<file path="config.mk">
export PLATFORM = sky130hd
export DESIGN_NAME = max_finder_flat
export DESIGN_NICKNAME = d
export VERILOG_FILES = /design/src/rtl/nn_pkg.sv /design/src/rtl/max_finder_if.sv /design/src/rtl/max_finder.sv /design/src/flat_wrapper.sv
export SDC_FILE = /design/constraint.sdc
export NUM_CORES = 1
export LEC_CHECK = 0
export BUFFER_PORTS_ARGS = -buffer_cell sky130_fd_sc_hd__buf_2
export CAP_MARGIN = 20
export CORE_AREA = 2 2 162 243
export CTS_BUF_LIST = sky130_fd_sc_hd__clkbuf_4
export DETAILED_ROUTE_END_ITERATION = 6
export DIE_AREA = 0 0 164 245
export GPL_TIMING_DRIVEN = 0
export PLACE_DENSITY = 0.46
export SYNTH_ARGS = -nofsm -noshare
export SYNTH_HDL_FRONTEND = slang
export SYNTH_SLANG_ARGS = --single-unit
export TNS_END_PERCENT = 50
</file>
<file path="constraint.sdc">
create_clock -name clk -period 4.5 [get_ports clk]
set_input_delay 0 -clock clk [delete_from_list [all_inputs] [get_ports clk]]
set_output_delay 0 -clock clk [all_outputs]
set_load 0.01 [all_outputs]
</file>
<file path="src/rtl/nn_pkg.sv">
// Shared types and default sizing for the neural-network output stage.
package nn_pkg;

  typedef enum logic [1:0] {
    IDLE = 2'd0,
    SCAN = 2'd1,
    DONE = 2'd2
  } mf_state_e;

  localparam int NEURONS     = 10;
  localparam int DATA_WIDTH  = 16;
  localparam int INDEX_WIDTH = 4;

endpackage

</file>
<file path="src/rtl/max_finder_if.sv">
// Handshake bundle for max_finder: score vector in, winning index out.
// Carries max_out_value only when MAX_FINDER_VALUE_OUT_EN is defined.
interface max_finder_if
  import nn_pkg::*;
#(
  parameter int neurons    = NEURONS,
  parameter int dataWidth  = DATA_WIDTH,
  parameter int indexWidth = INDEX_WIDTH
);

  logic                         max_in_valid;
  logic [neurons*dataWidth-1:0] max_in_data;
  logic                         max_out_valid;
  logic [indexWidth-1:0]        max_out_index;
  logic                         max_busy;
`ifdef MAX_FINDER_VALUE_OUT_EN
  logic [dataWidth-1:0]         max_out_value;
`endif

  modport master (
    output max_in_valid, max_in_data,
`ifdef MAX_FINDER_VALUE_OUT_EN
    input  max_out_value,
`endif
    input  max_out_valid, max_out_index, max_busy
  );

  modport slave (
    input  max_in_valid, max_in_data,
`ifdef MAX_FINDER_VALUE_OUT_EN
    output max_out_value,
`endif
    output max_out_valid, max_out_index, max_busy
  );

endinterface

</file>
<file path="src/rtl/max_finder.sv">
// Sequential arg-max over a captured score vector, one element per cycle.
// Optional winning-score output enabled by MAX_FINDER_VALUE_OUT_EN.
module max_finder
  import nn_pkg::*;
#(
  parameter int neurons    = NEURONS,
  parameter int dataWidth  = DATA_WIDTH,
  parameter int indexWidth = INDEX_WIDTH
) (
  input  logic         clk,
  input  logic         rst_n,
  max_finder_if.slave  bus
);

  localparam int             CW       = $clog2(neurons) + 1;
  localparam logic [CW-1:0]  LAST_IDX = CW'(neurons - 1);

  mf_state_e                    state_q, state_d;
  logic [neurons*dataWidth-1:0] buf_q;
  logic [CW-1:0]                cnt_q;
  logic [dataWidth-1:0]         run_max_q;
  logic [indexWidth-1:0]        run_idx_q;
  logic                         out_valid_q;
  logic [indexWidth-1:0]        out_idx_q;
  logic [dataWidth-1:0]         cur_s;
`ifdef MAX_FINDER_VALUE_OUT_EN
  logic [dataWidth-1:0]         out_val_q;
`endif

  // FSM state register
  always_ff @(posedge clk or negedge rst_n) begin
    if (!rst_n) begin
      state_q <= IDLE;
    end else begin
      state_q <= state_d;
    end
  end

  // FSM next-state; inputs seen outside IDLE are ignored
  always_comb begin
    state_d = state_q;
    case (state_q)
      IDLE: begin
        if (bus.max_in_valid) begin
          state_d = (neurons == 1) ? DONE : SCAN;
        end else begin
          state_d = IDLE;
        end
      end
      SCAN: begin
        if (cnt_q == LAST_IDX) begin
          state_d = DONE;
        end else begin
          state_d = SCAN;
        end
      end
      DONE:    state_d = IDLE;
      default: state_d = IDLE;
    endcase
  end

  // Element under comparison; counter values past the end read as zero
  always_comb begin
    cur_s = '0;
    for (int i = 0; i < neurons; i++) begin
      cur_s = (cnt_q == CW'(i)) ? buf_q[i*dataWidth +: dataWidth] : cur_s;
    end
  end

  // Capture, compare/update and result registers
  always_ff @(posedge clk or negedge rst_n) begin
    if (!rst_n) begin
      buf_q       <= '0;
      cnt_q       <= '0;
      run_max_q   <= '0;
      run_idx_q   <= '0;
      out_valid_q <= 1'b0;
      out_idx_q   <= '0;
`ifdef MAX_FINDER_VALUE_OUT_EN
      out_val_q   <= '0;
`endif
    end else begin
      out_valid_q <= 1'b0;
      case (state_q)
        IDLE: begin
          if (bus.max_in_valid) begin
            buf_q     <= bus.max_in_data;
            run_max_q <= bus.max_in_data[dataWidth-1:0];
            run_idx_q <= '0;
            cnt_q     <= CW'(1);
          end
        end
        SCAN: begin
          // strict compare keeps the lowest index on ties
          if (cur_s > run_max_q) begin
            run_max_q <= cur_s;
            run_idx_q <= indexWidth'(cnt_q);
          end
          cnt_q <= cnt_q + CW'(1);
        end
        DONE: begin
          out_valid_q <= 1'b1;
          out_idx_q   <= run_idx_q;
`ifdef MAX_FINDER_VALUE_OUT_EN
          out_val_q   <= run_max_q;
`endif
        end
        default: begin
          out_valid_q <= 1'b0;
        end
      endcase
    end
  end

  assign bus.max_out_valid = out_valid_q;
  assign bus.max_out_index = out_idx_q;
  assign bus.max_busy      = (state_q != IDLE);
`ifdef MAX_FINDER_VALUE_OUT_EN
  assign bus.max_out_value = out_val_q;
`endif

endmodule
</file>
<file path="src/flat_wrapper.sv">
// flat-port wrapper written by rule: the top's interface ports become plain ports
module max_finder_flat import nn_pkg::*;
#(
  parameter int neurons    = NEURONS,
  parameter int dataWidth  = DATA_WIDTH,
  parameter int indexWidth = INDEX_WIDTH
)
  (clk, rst_n, bus_max_in_valid, bus_max_in_data, bus_max_out_valid, bus_max_out_index, bus_max_busy);
  max_finder_if #(.neurons(neurons), .dataWidth(dataWidth), .indexWidth(indexWidth)) bus_i ();
  input  logic clk;
  input  logic rst_n;
  input wire logic [$bits(bus_i.max_in_valid)-1:0] bus_max_in_valid;
  input wire logic [$bits(bus_i.max_in_data)-1:0] bus_max_in_data;
  output wire logic [$bits(bus_i.max_out_valid)-1:0] bus_max_out_valid;
  output wire logic [$bits(bus_i.max_out_index)-1:0] bus_max_out_index;
  output wire logic [$bits(bus_i.max_busy)-1:0] bus_max_busy;
  assign bus_i.max_in_valid = bus_max_in_valid;
  assign bus_i.max_in_data = bus_max_in_data;
  assign bus_max_out_valid = bus_i.max_out_valid;
  assign bus_max_out_index = bus_i.max_out_index;
  assign bus_max_busy = bus_i.max_busy;
  max_finder #(.neurons(neurons), .dataWidth(dataWidth), .indexWidth(indexWidth)) u_core (.clk(clk), .rst_n(rst_n), .bus(bus_i));
endmodule
</file>
==> results.json, run 1 <==
{
  "outcome": "completed",
  "n_fill_cell": 4046,
  "rows": 88,
  "wl_per_cell_um": 19.4,
  "cp.arrival_ns": 4.80,
  "stdcell_count": 1970,
  "hp-class": "input port to flip-flop",
  "syn_avg_cell_area_um2": 8.48,
  "drive_gt1_frac": 0.161,
  "drt.antenna.violating_nets": 0,
  "clock_sink_count": 192,
  "dpl.hpwl_mm": 28.7,
  "synthesis.nets": 1290,
  "start_util": 0.246,
  "ys_ff_latch": 192,
  "cts.clk_slew.worst_paths_ns": 0.17,
  "cts_root_buf": "clkbuf_4",
  "cts_made_buffers": 17,
  "portBuffers": 168,
  "final_nets": 1646,
  "drcViolationCount": 0,
  "rsz0062_at_grt": "no",
  "crit_type": "flip-flop to flip-flop",
  "setup_ws_ns": 0.244,
  "grt_pass1_vias": 9348,
  "synth_edf_count": 0,
  "area_growth_pct": 37.4,
  "clk_latency_ns": 0.66,
  "synth-main-ff-cell": "dfrtp_1",
  "maxSlewViolCount": 0,
  "num_vias": 9105,
  "worst_slew_pin_slew_ns": 0.972,
  "power.density_mw_per_mm2": 681,
  "synth_cell_types": 55,
  "switching_share": 0.465,
  "core-area_mm2": 0.0382,
  "overflow": 0,
  "period_needed_ns": 4.26,
  "drv_cap": 0,
  "wl_mm": 38.3,
  "die_x_um": 164,
  "die-area_mm2": 0.0402,
  "fmax_mhz": 235,
  "yosysSeqAreaShare": 0.512,
  "synthCells": 1107,
  "dp_slack_ns": -0.132,
  "antenna_found_initial": 1,
  "fin_crit_sh": 0.946,
  "cp-start-kind": "flip-flop",
  "drt_pass1_iterations": 5,
  "drt-vias-per-instance": 4.62,
  "min_delay_path_depth": 5,
  "finalHoldViolations": 0,
  "routabilityCongestion": 0.911,
  "async_reset_ff_frac": 1.00,
  "slowest_stage": "clkbuf_1",
  "clk_path_buf_depth": 2,
  "yosys_warnings": 0,
  "yosysMostFrequentCell": "nand2_1",
  "relSlewSlack": 0.352,
  "p_clk_frac": 0.106,
  "synthTopCellsByCount": "455 x nand2_1, 192 x dfrtp_1, 59 x a21oi_1, 56 x clkbuf_1, 41 x inv_1",
  "die_h_um": 245,
  "critPathRequiredTime_ns": 5.05,
  "power_mw": 8.78,
  "worstSetupEndpointType": "flip-flop",
  "ir_drop_uv": 202,
  "reg2reg_depth": 16,
  "p_switching_mw": 4.08,
  "setup_viol": 0,
  "crit_chain": "inv_1 > ha_1 > buf_2 > clkbuf_2 > nand2_1 > clkbuf_1 > nor2_1 > o22ai_1 > ha_1 > nand4_1 > nor4_1 > nand4_1 > a21oi_1 > a31oi_1 > clkbuf_4 > mux2_2",
  "p_seq_frac": 0.350,
  "grt_max_degree": 116,
  "max_stage_delay_ns": 0.50,
  "syn_area_mm2": 0.00939,
  "crit_fanout": 10,
  "netlist.area_leader.share": 0.512,
  "track_usage": 0.192,
  "intPower_mw": 4.70,
  "first_iter_violations": 555,
  "h-tree-depth": 4,
  "yosys.area.top_type": "dfrtp_1",
  "post-cts-setup-buffers": 0,
  "grt_pass1_wl_mm": 56.0,
  "yosys-top-cells-area": "dfrtp_1 51%, nand2_1 18%, a21oi_1 3.1%, mux2i_1 3.1%, ha_1 2.7%",
  "pwr-share-comb": 0.544,
  "skew_ns": 0.0349,
  "cts_tree": "built",
  "p_leak_nw": 6.44,
  "io_pins": 169,
  "place_inst": 1771
}
## worst max-delay path, delay by kind of cell, from the launching register on
family	cells	cell delay [ns]
AOI/OAI and AO/OA	3	0.67
adders and majority gates	2	0.51
buffers and inverters	5	1.32
DFF	1	0.44
muxes	1	0.35
and+or+nand+nor	5	0.87
## cells in the final DEF, fill, tap and decap left out, types with 6 or more instances in the layout
cell type / instances
a21o_1: 6
a21oi_1: 59
a221o_1: 10
a221oi_1: 15
buf_2: 180
clkbuf_1: 50
clkbuf_4: 21
dfrtp_1: 192
dlygate4sd3_1: 168
ha_1: 20
inv_1: 41
mux2_2: 10
mux2i_1: 29
nand2_1: 455
nand3_1: 18
nand3b_1: 11
nor2_1: 32
nor2b_1: 9
nor3_1: 8
o21ai_0: 27
o22ai_1: 24
## metal layers
metal	track usage	routed length (µm)	up-vias
met2	0.366	21300	217
li1	-	-	4403
met1	0.208	14500	4428
met5	0	0	-
met4	0.0851	1510	0
met3	0.0233	1050	57
## what timing repair did
action / CTS / global route
setup endpoints to repair: 9 / 20
hold buffers: 169 / 0
endpoints found under the hold margin: 368 / 0
resized for setup: 4 / 13
## layout make-up
cell class | count | area, µm² | share of cell area
Clock buffer | 19 | 143 | 0.0111
Timing Repair Buffer | 338 | 2590 | 0.201
Antenna cell | 1 | 2.50 | 0.000194
Multi-Input combinational cell | 801 | 4170 | 0.324
Sequential cell | 192 | 4800 | 0.373
Clock inverter | 11 | 108 | 0.00834
Inverter | 41 | 154 | 0.0119
Tap cell | 495 | 619 | 0.0480
Buffer | 72 | 304 | 0.0236
## power groups by stage
stage	logic (mW)	clock network [mW]	registers (mW)
final	4.78	0.933	3.07
after global placement	4.53	0	3.11
after detailed placement	4.58	0	3.11
after floorplan	3.17	0	2.86
after global routing	5.28	1.03	3.15
after CTS	4.74	0.976	3.07
## worst paths after layout
path | start | end | slack, ns
worst min-delay path | bus_max_in_valid | u_core.run_max_q[0] | 0.05
worst min register to register | u_core.buf_q[115] | u_core.buf_q[115] | 0.48
worst max-delay path | u_core.cnt_q[1] | u_core.run_max_q[4] | 0.24
min in group asynchronous | rst_n | u_core.buf_q[152] | 0.45
max in group asynchronous | rst_n | u_core.buf_q[64] | 3.40
worst max register to register | u_core.cnt_q[1] | u_core.run_max_q[4] | 0.24
## sequential cells by signal, summed over array words and instances (netlist names)
register,count
u_core.bus.max_out_index,4
u_core.bus.max_out_valid,1
u_core.state_q,2
u_core.run_idx_q,4
u_core.run_max_q,16
u_core.cnt_q,5
u_core.buf_q,160
## cell families (layout without fill, tap and decap cells)
kind of cell	Yosys count	after routing	share of synthesized area
AND/OR/NAND/NOR	556	556	0.242
buffers and inverters	114	481	0.0480
flip-flops	192	192	0.512
adder cells (fa/ha/maj)	20	20	0.0267
other	0	1	0
multiplexers	39	39	0.0429
AO/OA/AOI/OAI	186	186	0.129
## metrics by stage
stage	util	area, µm²	hold slack [ns]	TNS, ns
2_1_floorplan	-	9390	-0.296	0
3_3_place_gp	0.284	10800	0.197	-0.530
3_5_place_dp	0.285	10900	0.0105	-0.635
4_1_cts	0.336	12900	0.0000560	0
5_1_grt	0.338	12900	0.0270	0
6_report	0.338	12900	0.0532	0
Note: power is estimated with default switching activity, not from simulation.
==> run 2: changes to the inputs <==
--- a/config.mk
+++ b/config.mk
@@ -13,6 +13,7 @@
 export DIE_AREA = 0 0 164 245
 export GPL_TIMING_DRIVEN = 0
 export PLACE_DENSITY = 0.46
+export SETUP_SLACK_MARGIN = 0.4
 export SYNTH_ARGS = -nofsm -noshare
 export SYNTH_HDL_FRONTEND = slang
 export SYNTH_SLANG_ARGS = --single-unit
==> results.json, run 2 (synthesis results as in run 1) <==
{
  "core-area_mm2": 0.0382,
  "drive_gt1_frac": 0.190,
  "period_needed_ns": 3.99,
  "setup_ws_ns": 0.509,
  "dpl.hpwl_mm": 28.7,
  "area_growth_pct": 39.7,
  "cp-start-kind": "flip-flop",
  "finalSetupTns_ns": 0,
  "grt_max_degree": 116,
  "max_stage_delay_ns": 0.60,
  "relSlewSlack": 0.330,
  "finalHoldViolations": 0,
  "multiInputGateArea_mm2": 0.00429,
  "ir_drop_uv": 217,
  "wl_mm": 38.6,
  "io_pins": 169,
  "reg.largest.list": "u_core.buf_q x160, u_core.run_max_q x16, u_core.cnt_q x5",
  "clk_latency_ns": 0.66,
  "power.density_mw_per_mm2": 697,
  "die-area_mm2": 0.0402,
  "drt_pass1_iterations": 4,
  "grt_pass1_vias": 9370,
  "maxSlewViolCount": 0,
  "min_delay_path_depth": 4,
  "crit_chain": "ha_1 > or4_1 > buf_2 > o32ai_1 > o211a_1 > ha_1 > nand4_1 > nor4_1 > nand4_1 > a21oi_2 > a31oi_2 > buf_4 > mux2_2",
  "worstSetupEndpointType": "flip-flop",
  "die_h_um": 245,
  "hp-class": "input port to flip-flop",
  "dp_slack_ns": -0.132,
  "drt.antenna.violating_nets": 0,
  "overflow": 0,
  "cts_root_buf": "clkbuf_4",
  "reg2reg_depth": 13,
  "layout_common_cells": "454 x nand2_1, 190 x dfrtp_1, 179 x buf_2",
  "grt_pass1_wl_mm": 56.0,
  "drcViolationCount": 0,
  "worst_slew_pin_slew_ns": 1.00,
  "cts_made_buffers": 17,
  "antenna_found_initial": 1,
  "clock_sink_count": 192,
  "clk_path_buf_depth": 2,
  "largest_reg_flops": 160,
  "min_from": "bus_max_in_data[72]",
  "stdcell_count": 1979,
  "setup_viol": 0,
  "final_nets": 1655,
  "start_util": 0.246,
  "regToRegStartpoint": "u_core.cnt_q[0]",
  "rsz0062_at_grt": "no",
  "cts.clk_slew.worst_paths_ns": 0.18,
  "postLayoutCellArea_mm2": 0.0131,
  "placed_cell_area_mm2": 0.0109,
  "slowest_stage": "or4_1",
  "fin_util": 0.343,
  "drt-vias-per-instance": 4.62,
  "critPathRequiredTime_ns": 5.05,
  "largest-register": "u_core.buf_q",
  "p_leak_nw": 6.54,
  "outcome": "completed",
  "fin_crit_sh": 0.887,
  "die_x_um": 164,
  "drv_cap": 0,
  "first_iter_violations": 536,
  "hold_ws_ns": 0.0612,
  "cp.arrival_ns": 4.54,
  "skew_ns": 0.0363,
  "power_mw": 9.15,
  "seqCellArea_mm2": 0.00481,
  "portBuffers": 168,
  "wl_per_cell_um": 19.5,
  "fmax_mhz": 251,
  "num_vias": 9139,
  "h-tree-depth": 4,
  "crit_fanout": 10,
  "final_common_cell": "nand2_1",
  "n_fill_cell": 4038,
  "track_usage": 0.192,
  "cts_tree": "built",
  "crit_type": "flip-flop to flip-flop",
  "place_inst": 1771,
  "routabilityCongestion": 0.911,
  "rows": 88,
  "crit_start": "u_core.cnt_q[0]"
}
-- run 2: cell types whose count changed in the layout (fill, tap and decap cells not counted), sizes merged --
cell and delta:
dlygate4sd3 +1, buf +9, clkbuf -1
-- run 2: routing by layer --
| metal | up-vias | GRT usage | wire length (µm) |
|---|---|---|---|
| li1 | 4416 | - | - |
| met1 | 4436 | 0.209 | 14600 |
| met2 | 221 | 0.365 | 21300 |
| met3 | 66 | 0.0233 | 1060 |
| met4 | 0 | 0.0890 | 1610 |
| met5 | - | 0 | 0 |
-- run 2: path summary, 6_finish.rpt --
kind | endpoint | slack (ns)
hold / removal | u_core.buf_q[72] | 0.06
setup / recovery | u_core.run_max_q[4] | 0.51
max in group asynchronous | u_core.buf_q[64] | 3.43
hold reg to reg | u_core.buf_q[115] | 0.48
setup reg to reg | u_core.run_max_q[4] | 0.51
min in group asynchronous | u_core.buf_q[152] | 0.46
-- run 2: worst max-delay path, delay by kind of cell, from the launching register on --
kind                       cells  cell delay [ns]
muxes                          1             0.27
buffers and inverters          2             0.43
AOI/OAI and AO/OA              4             1.04
DFF                            1             0.48
adders and majority gates      2             0.49
and+or+nand+nor                4             1.16
-- run 2: area by class of cell --
| class | instances | area share |
|---|---|---|
| Multi-Input combinational cell | 801 | 0.327 |
| Clock inverter | 11 | 0.00820 |
| Inverter | 41 | 0.0117 |
| Clock buffer | 19 | 0.0109 |
| Antenna cell | 1 | 0.000191 |
| Buffer | 73 | 0.0264 |
| Tap cell | 495 | 0.0472 |
| Timing Repair Buffer | 346 | 0.202 |
| Sequential cell | 192 | 0.366 |
-- run 2: power by group --
| part | switching (mW) | internal [mW] |
|---|---|---|
| Clock | 0.644 | 0.290 |
| Sequential | 0.550 | 2.54 |
| Combinational | 3.03 | 2.10 |
| Total | 4.23 | 4.92 |
-- run 2: repair_timing --
action	in CTS	in global routing
cloned	0	1
endpoints found under the hold margin	368	0
setup buffers	0	6
resized for setup	22	52
endpoints found under the setup margin	20	20
pin swaps	0	8
hold buffers	170	0
